File: src/rtl/imm_gen_multi.sv
// imm_gen_multi: LANES-wide RISC-V immediate decoder feeding a DEPTH-entry output FIFO.
// Define IMMGEN_RVC_EN to decode compressed (16-bit) lanes; otherwise they report unknown.
`timescale 1ns/1ps
module imm_gen_multi #(
   parameter int unsigned XLEN  = 32,
   parameter int unsigned LANES = 1,
   parameter int unsigned DEPTH = 2
) (
   input  logic                  clk,
   input  logic                  rst,
   input  logic                  flush,
   input  logic                  in_valid,
   output logic                  in_ready,
   input  logic [32*LANES-1:0]   in_insn,
   output logic                  out_valid,
   input  logic                  out_ready,
   output logic [XLEN*LANES-1:0] out_imm,
   output logic [XLEN*LANES-1:0] out_jimm,
   output logic [LANES-1:0]      out_unknown
);
   localparam int unsigned PW = (DEPTH > 1) ? $clog2(DEPTH) : 1;
   localparam int unsigned CW = $clog2(DEPTH) + 1;

   typedef enum logic [6:0] {
      OPC_LOAD      = 7'b0000011,
      OPC_OP_IMM    = 7'b0010011,
      OPC_AUIPC     = 7'b0010111,
      OPC_OP_IMM_32 = 7'b0011011,
      OPC_STORE     = 7'b0100011,
      OPC_LUI       = 7'b0110111,
      OPC_BRANCH    = 7'b1100011,
      OPC_JALR      = 7'b1100111,
      OPC_JAL       = 7'b1101111
   } opcode_e;

   typedef struct packed {
      logic [XLEN-1:0] imm;
      logic [XLEN-1:0] jimm;
      logic            unk;
   } dec_t;

   function automatic dec_t decode(input logic [31:0] w);
      dec_t            d;
      logic [XLEN-1:0] i_imm;
      logic [XLEN-1:0] sh;
      i_imm = XLEN'($signed(w[31:20]));
      sh    = (XLEN == 64) ? XLEN'(w[25:20]) : XLEN'(w[24:20]);
      d     = '0;
      if (w[1:0] == 2'b11) begin
         case (opcode_e'(w[6:0]))
            OPC_OP_IMM: begin
               d.imm  = (w[13:12] == 2'b01) ? sh : i_imm;
               d.jimm = i_imm;
            end
            OPC_OP_IMM_32: begin
               if (XLEN == 64) begin
                  d.imm  = (w[13:12] == 2'b01) ? XLEN'(w[24:20]) : i_imm;
                  d.jimm = i_imm;
               end else begin
                  d.unk = 1'b1;
               end
            end
            OPC_JAL: begin
               d.imm  = XLEN'(4);
               d.jimm = XLEN'($signed({w[31], w[19:12], w[20], w[30:21], 1'b0}));
            end
            OPC_JALR: begin
               d.imm  = XLEN'(4);
               d.jimm = i_imm;
            end
            OPC_LOAD:  d.imm = i_imm;
            OPC_STORE: d.imm = XLEN'($signed({w[31:25], w[11:7]}));
            OPC_LUI, OPC_AUIPC: d.imm = XLEN'($signed({w[31:12], 12'b0}));
            OPC_BRANCH:
               d.jimm = XLEN'($signed({w[31], w[7], w[30:25], w[11:8], 1'b0}));
            default: d.unk = 1'b1;
         endcase
      end else begin
`ifdef IMMGEN_RVC_EN
         // Quadrant 01 only; funct3 001 is C.ADDIW on RV64, and LUI with rd=2 is C.ADDI16SP.
         if (w[1:0] == 2'b01) begin
            case (w[15:13])
               3'b000, 3'b010: d.imm = XLEN'($signed({w[12], w[6:2]}));
               3'b011: begin
                  if (w[11:7] != 5'd2) d.imm = XLEN'($signed({w[12], w[6:2], 12'b0}));
                  else                 d.unk = 1'b1;
               end
               3'b001, 3'b101: begin
                  if (w[15] || XLEN == 32)
                     d.jimm = XLEN'($signed({w[12], w[8], w[10:9], w[6], w[7], w[2],
                                             w[11], w[5:3], 1'b0}));
                  else
                     d.unk = 1'b1;
               end
               3'b110, 3'b111:
                  d.jimm = XLEN'($signed({w[12], w[6:5], w[2], w[11:10], w[4:3], 1'b0}));
               default: d.unk = 1'b1;
            endcase
         end else begin
            d.unk = 1'b1;
         end
`else
         d.unk = 1'b1;
`endif
      end
      return d;
   endfunction

   logic [XLEN*LANES-1:0] imm_q  [DEPTH];
   logic [XLEN*LANES-1:0] jimm_q [DEPTH];
   logic [LANES-1:0]      unk_q  [DEPTH];
   logic [PW-1:0]         wptr_q, wptr_d, rptr_q, rptr_d;
   logic [CW-1:0]         cnt_q, cnt_d;
   logic [XLEN*LANES-1:0] wr_imm, wr_jimm;
   logic [LANES-1:0]      wr_unk;
   dec_t                  lane;
   logic                  push, pop;

   always_comb begin
      wr_imm  = '0;
      wr_jimm = '0;
      wr_unk  = '0;
      lane    = '0;
      for (int unsigned l = 0; l < LANES; l++) begin
         lane = decode(in_insn[32*l +: 32]);
         wr_imm[XLEN*l +: XLEN]  = lane.imm;
         wr_jimm[XLEN*l +: XLEN] = lane.jimm;
         wr_unk[l]               = lane.unk;
      end
   end

   assign in_ready    = (cnt_q != CW'(DEPTH));
   assign out_valid   = (cnt_q != '0);
   assign out_imm     = imm_q[rptr_q];
   assign out_jimm    = jimm_q[rptr_q];
   assign out_unknown = unk_q[rptr_q];
   assign push        = in_valid & in_ready & ~flush;
   assign pop         = out_valid & out_ready & ~flush;

   always_comb begin
      cnt_d  = cnt_q;
      wptr_d = wptr_q;
      rptr_d = rptr_q;
      if (flush) begin
         cnt_d  = '0;
         wptr_d = '0;
         rptr_d = '0;
      end else begin
         if (push) wptr_d = wptr_q + PW'(1);
         if (pop)  rptr_d = rptr_q + PW'(1);
         case ({push, pop})
            2'b10:   cnt_d = cnt_q + CW'(1);
            2'b01:   cnt_d = cnt_q - CW'(1);
            default: cnt_d = cnt_q;
         endcase
      end
   end

   always_ff @(posedge clk) begin
      if (rst) begin
         cnt_q  <= '0;
         wptr_q <= '0;
         rptr_q <= '0;
         for (int unsigned i = 0; i < DEPTH; i++) begin
            imm_q[i]  <= '0;
            jimm_q[i] <= '0;
            unk_q[i]  <= '0;
         end
      end else begin
         cnt_q  <= cnt_d;
         wptr_q <= wptr_d;
         rptr_q <= rptr_d;
         if (push) begin
            imm_q[wptr_q]  <= wr_imm;
            jimm_q[wptr_q] <= wr_jimm;
            unk_q[wptr_q]  <= wr_unk;
         end
      end
   end
endmodule

File: config.mk
export PLATFORM = sky130hd
export DESIGN_NAME = imm_gen_multi
export DESIGN_NICKNAME = d
export VERILOG_FILES = /design/src/rtl/imm_gen_multi.sv
export SDC_FILE = /design/constraint.sdc
export NUM_CORES = 1
export LEC_CHECK = 0
export ABC_AREA = 1
export CAP_MARGIN = 10
export CORE_MARGIN = 2
export CORE_UTILIZATION = 57
export DETAILED_ROUTE_END_ITERATION = 8
export DONT_BUFFER_PORTS = 1
export GPL_ROUTABILITY_DRIVEN = 0
export GPL_TIMING_DRIVEN = 0
export PLACE_DENSITY = 0.85
export SLEW_MARGIN = 20
export SYNTH_ARGS = -nofsm -noshare
export SYNTH_HDL_FRONTEND = slang
export SYNTH_SLANG_ARGS = --single-unit
export TNS_END_PERCENT = 100
File: constraint.sdc
create_clock -name clk -period 2.4 [get_ports clk]
set_input_delay 0.24 -clock clk [delete_from_list [all_inputs] [get_ports clk]]
set_output_delay 0.24 -clock clk [all_outputs]
set_load 0.05 [all_outputs]
# Yosys cells after proc, flatten, opt, wreduce, memory -nomap -nowiden
# Memories as Yosys holds them, arrays and structs flattened. A register that Yosys moved wholly into a read port is not among the register bits.
# Index checks and enable logic that the tools add are counted.
dict set report totals {
  register_bits 4
  latchBits 0
  ramBits 130
  romBits 0
  output_inout_bits 67
  n_memories 3
}
# memory words word_bits read_ports rd_ports_with_merged_regs write_ports line_no
set mem_list {}
lappend mem_list {imm_q 2 32 1 1 2 109} ;# logic [XLEN*LANES-1:0] imm_q [DEPTH];
lappend mem_list {jimm_q 2 32 1 1 2 110} ;# logic [XLEN*LANES-1:0] jimm_q [DEPTH];
lappend mem_list {unk_q 2 1 1 1 2 111} ;# logic [LANES-1:0] unk_q [DEPTH];
dict set report op_classes {
  n_addsub 4
  multipliers 0
  div 0
  n_lt_le_gt_ge 0
  n_eq_ne 13
  n_shift 0
  muxes 27
  n_bitwise 5
  reduce_logical 10
}
# cell count
set ops {}
lappend ops {{one-hot mux 32 bit (5 select lines)} 1}
lappend ops {{2-to-1 mux 32 bit} 3}
lappend ops {{one-hot mux 32 bit (3 select lines)} 1}
lappend ops {{2-to-1 mux 64 bit} 1}
lappend ops {{OR reduction 32 bit} 2}
lappend ops {{== test 7 bit (second input constant)} 3}
lappend ops {{2-to-1 mux 1 bit} 20}
lappend ops {{== test 7 x 5 -> 1 bit (second input constant)} 2}
lappend ops {{== test 7 x 6 -> 1 bit (second input constant)} 2}
lappend ops {{OR reduction 2 bit} 4}
lappend ops {{OR reduction 8 bit} 1}
lappend ops {{== test 7 x 2 -> 1 bit (second input constant)} 1}
lappend ops {{bitwise AND 1 bit} 4}
lappend ops {{== test 2 x 1 -> 1 bit (second input constant)} 2}
lappend ops {{== test 2 bit (second input constant)} 2}
lappend ops {{one-hot mux 2 bit (2 select lines)} 1}
lappend ops {{nonzero test 2 bit} 2}
lappend ops {{adder 1 bit (second input constant)} 2}
lappend ops {{adder 2 x 1 -> 2 bit (second input constant)} 1}
lappend ops {{inequality test 2 bit (second input constant)} 1}
lappend ops {{subtractor 2 x 1 -> 2 bit (second input constant)} 1}
lappend ops {{inverter 1 bit} 1}
lappend ops {{OR reduction 1 bit} 1}

# Logic depth before layout (Yosys ltp)
dict set report logic_depth {
  ltp_word 8
  mapped_depth 10
}

# Worst setup path before layout
# OpenSTA, ideal clock, no wires.
dict set report synth_path {
  path_type {register -> register}
  from {register cnt_q[0]}
  to {memory imm_q[1][0] in the netlist's numbering (enable)}
  arrival_time_ns 2.545
  required_time_ns 1.987
  setup_slack_ns -0.558
  stages_incl_launch_ff 8
  synth_period_minus_slack_ns 2.958
  cell_sequence {dfxtp_1 inv_2 nand2_1 nand2_1 inv_2 nand3_2 buf_2 nand2_1}
}
# item line_no
set synth_lines {}
lappend synth_lines {{from (decl)} 113} ;# logic [CW-1:0] cnt_q, cnt_d;
lappend synth_lines {{from (signal assigned)} 170} ;# cnt_q <= cnt_d;
lappend synth_lines {{to (decl)} 109}

==> results.yml <==
outcome:
  outcome: "completed"
floorplanning:
  rows: 36
  fp.dieW_um: 105
  ios: 104
  core_mm2: 0.00982
  die_y_um: 105
  die-area_mm2: 0.0109
  initial_core_util_pct: 58.8
clock_network:
  cts.sink_count: 113
  cts_root_buf: "clkbuf_8"
  cts_max_level: 4
  cts_buffer_depth: 2
  cts_setup_buffers: 0
  cts_buffers: 17
  clkTransAtPathRegs_ns: 0.06
  tritoncts: "done"
  clock_latency_ns: 0.53
timing:
  fin_ws_ns: 0.111
  rsz0062_at_grt: "false"
  fin_crit_sh_pct: 95.4
  clock.fmax_ghz: 0.437
  hold_violations: 0
  relSlewSlack_pct: 64.8
  period_minus_slack_ns: 2.29
  worst_slew_pin_slew_ns: 0.527
  skew_ns: 0.0119
  slew_viol_final: 0
  fin_setup_tns_ns: 0
  setup_violations: 0
pwr:
  power_leakage_nw: 2.91
  combPwrFrac_pct: 9.6
  ir_drop_uv: 509
  seqPwrFrac_pct: 42.5
  power.internal_mw: 4.03
  switching_share_pct: 24.5
  power.switching_mw: 1.31
  pwr-share-clk_pct: 47.9
  power_density_mw_per_mm2: 790
critical_path:
  worstPathMaxFanout: 54
  path_class: "reg -> reg"
  crit_arrival_ns: 2.45
  end_kind: "flip-flop"
  r2r-start: "cnt_q[0]"
  required_ns: 2.56
  startpoint_type: "flip-flop"
  cp-startpoint: "cnt_q[0]"
synthesis:
  yosysWarnings: 0
  yosysUniqueCellTypes: 24
  synth_edf_count: 108
  ys_seq_area_share_pct: 57.9
  synth_common_cells: "108 x edfxtp_1, 85 x nand2_1, 85 x nand3_1, 85 x nor2_1, 54 x mux2_2"
  syn_inst: 567
  synth.cell_area_mm2: 0.00577
  ys_ff_latch: 113
  async_reset_ff_share_pct: 0
  yosys-top-cells-area: "edfxtp_1 56%, mux2_2 11%, nand3_1 7.4%"
  yosysTopAreaCell: "edfxtp_1"
  synth_area_per_cell_um2: 10.2
  synth_flop_cell: "edfxtp_1"
  yosys.cell_count.top_type: "edfxtp_1"
  synth_nets: 605
  yosysTopAreaCellShare_pct: 56.2
placed_design:
  place_ws_ns: -0.221
  io_buffers: 0
  dp.final_hpwl_um: 9100
  placed_cell_area_mm2: 0.00595
layout:
  fin_util_pct: 68.8
  nets: 641
  areaGrowthSynthToFinish_pct: 17.1
  fin_area_mm2: 0.00676
  drive_above_1_share_pct: 23.2
  antenna_cells: 0
  fillCellCount: 756
routing:
  drtAntennaViolNets: 0
  viasPerCell: 5.72
  drt_first_iter_violations: 270
  wl_per_cell_um: 18.7
  wl_um: 14000
  drtPass1Iterations: 5
  drc: 0
  vias: 4282
grt:
  grt_max_degree: 55
  grt_pass1_wl_um: 22200
  antenna_found_initial: 0
  grt_pass1_vias: 4388
  grt_overflow: 0
  grt_use_total_pct: 26.7
hold_path:
  holdCritStartpoint: "in_insn[10]"
  hold_path_class: "in -> reg"
job:
  drv_cap: 0
==> per-stage QoR <==
step	hold slack (ns)	instances	power (mW)
CTS	0.00151	749	5.34
finish	0.00653	749	5.34
detailed placement	0.471	700	2.79
global route	0.0159	749	5.47
global placement	0.460	700	2.78
floorplan	0.447	567	2.73
==> cells by family (layout without fill, tap and decap cells) <==
logic type	after synthesis	after routing	share of synthesized area, %
compound gates	23	23	1.99
fa+ha+maj	1	1	0.217
buf+inv	98	147	7.87
flops	113	113	57.9
mux	54	54	10.5
simple gates	278	278	21.5
==> routing by layer <==
| metal | vias to the layer above | wire (um) | global-route usage (%) |
|---|---|---|---|
| met1 | 2013 | 5120 | 31.2 |
| li1 | 1994 | - | - |
| met4 | 0 | 290 | 8.38 |
| met2 | 243 | 6950 | 45.1 |
| met5 | - | 0 | 0 |
| met3 | 32 | 1650 | 10.7 |
==> cell usage in the layout, fill, tap and decap left out, types with 2 or more instances in the layout <==
master         instances
clkbuf_16             16
nand4_1                9
buf_2                 18
dlygate4sd3_1         18
nand2_8                2
bufinv_16              4
edfxtp_1             108
nand2_2                6
nor2_1                85
buf_4                 15
mux2_2                53
clkinv_4               2
clkinvlp_4             3
a21oi_1               18
o21ai_0                5
buf_1                  4
clkbuf_1               3
nand3_2                2
clkinv_2               3
nand3_1               85
nand2_1               82
nor2_4                 3
dfxtp_1                4
inv_1                 49
inv_2                  8
==> power by group through the flow <==
| stage | Sequential, mW | Clock (mW) | Combinational [mW] |
|---|---|---|---|
| detailed placement | 2.31 | 0 | 0.484 |
| finish | 2.27 | 2.56 | 0.512 |
| global placement | 2.30 | 0 | 0.477 |
| CTS | 2.27 | 2.55 | 0.512 |
| floorplan | 2.30 | 0 | 0.427 |
| global route | 2.28 | 2.66 | 0.536 |
==> timing repair <==
| item | 4_1_cts | 5_1_grt |
|---|---|---|
| hold buffers | 18 | 0 |
| endpoints found under the setup margin | 169 | 11 |
| endpoints found under the hold margin | 25 | 0 |
| resized for setup | 4 | 1 |
==> registers in the layout (all words and copies together), names as in the netlist, named ones only <==
name,cells
cnt_q,2
imm_q,64
jimm_q,42
rptr_q,1
unk_q,2
wptr_q,1
==> layout make-up <==
type	count	area [um^2]	share of cell area, %
Sequential cell	113	3340	49.5
Multi-Input combinational cell	356	2010	29.8
Clock buffer	18	418	6.18
Buffer	40	236	3.50
Inverter	57	214	3.16
Clock inverter	14	188	2.78
Timing Repair Buffer	18	180	2.67
Tap cell	133	166	2.46
==> path summary, 6_finish.rpt <==
| path | to | slack [ns] | depth (start not counted) |
|---|---|---|---|
| hold reg to reg | flip-flop | 0.48 | 2 |
| hold / removal | jimm_q[0][3] | 0.007 | 2 |
| setup reg to reg | imm_q[0][6] | 0.11 | 7 |
| setup / recovery | imm_q[0][6] | 0.11 | 7 |
==> critical path: stages (launching register included) <==
cell and delay (ns):
dfxtp_1 0.36, inv_2 0.07, nand2_2 0.23, nand2_1 0.17
inv_2 0.10, nand3_2 0.26, buf_2 0.33, nand2_8 0.36
(Power assumes the default switching activity.)
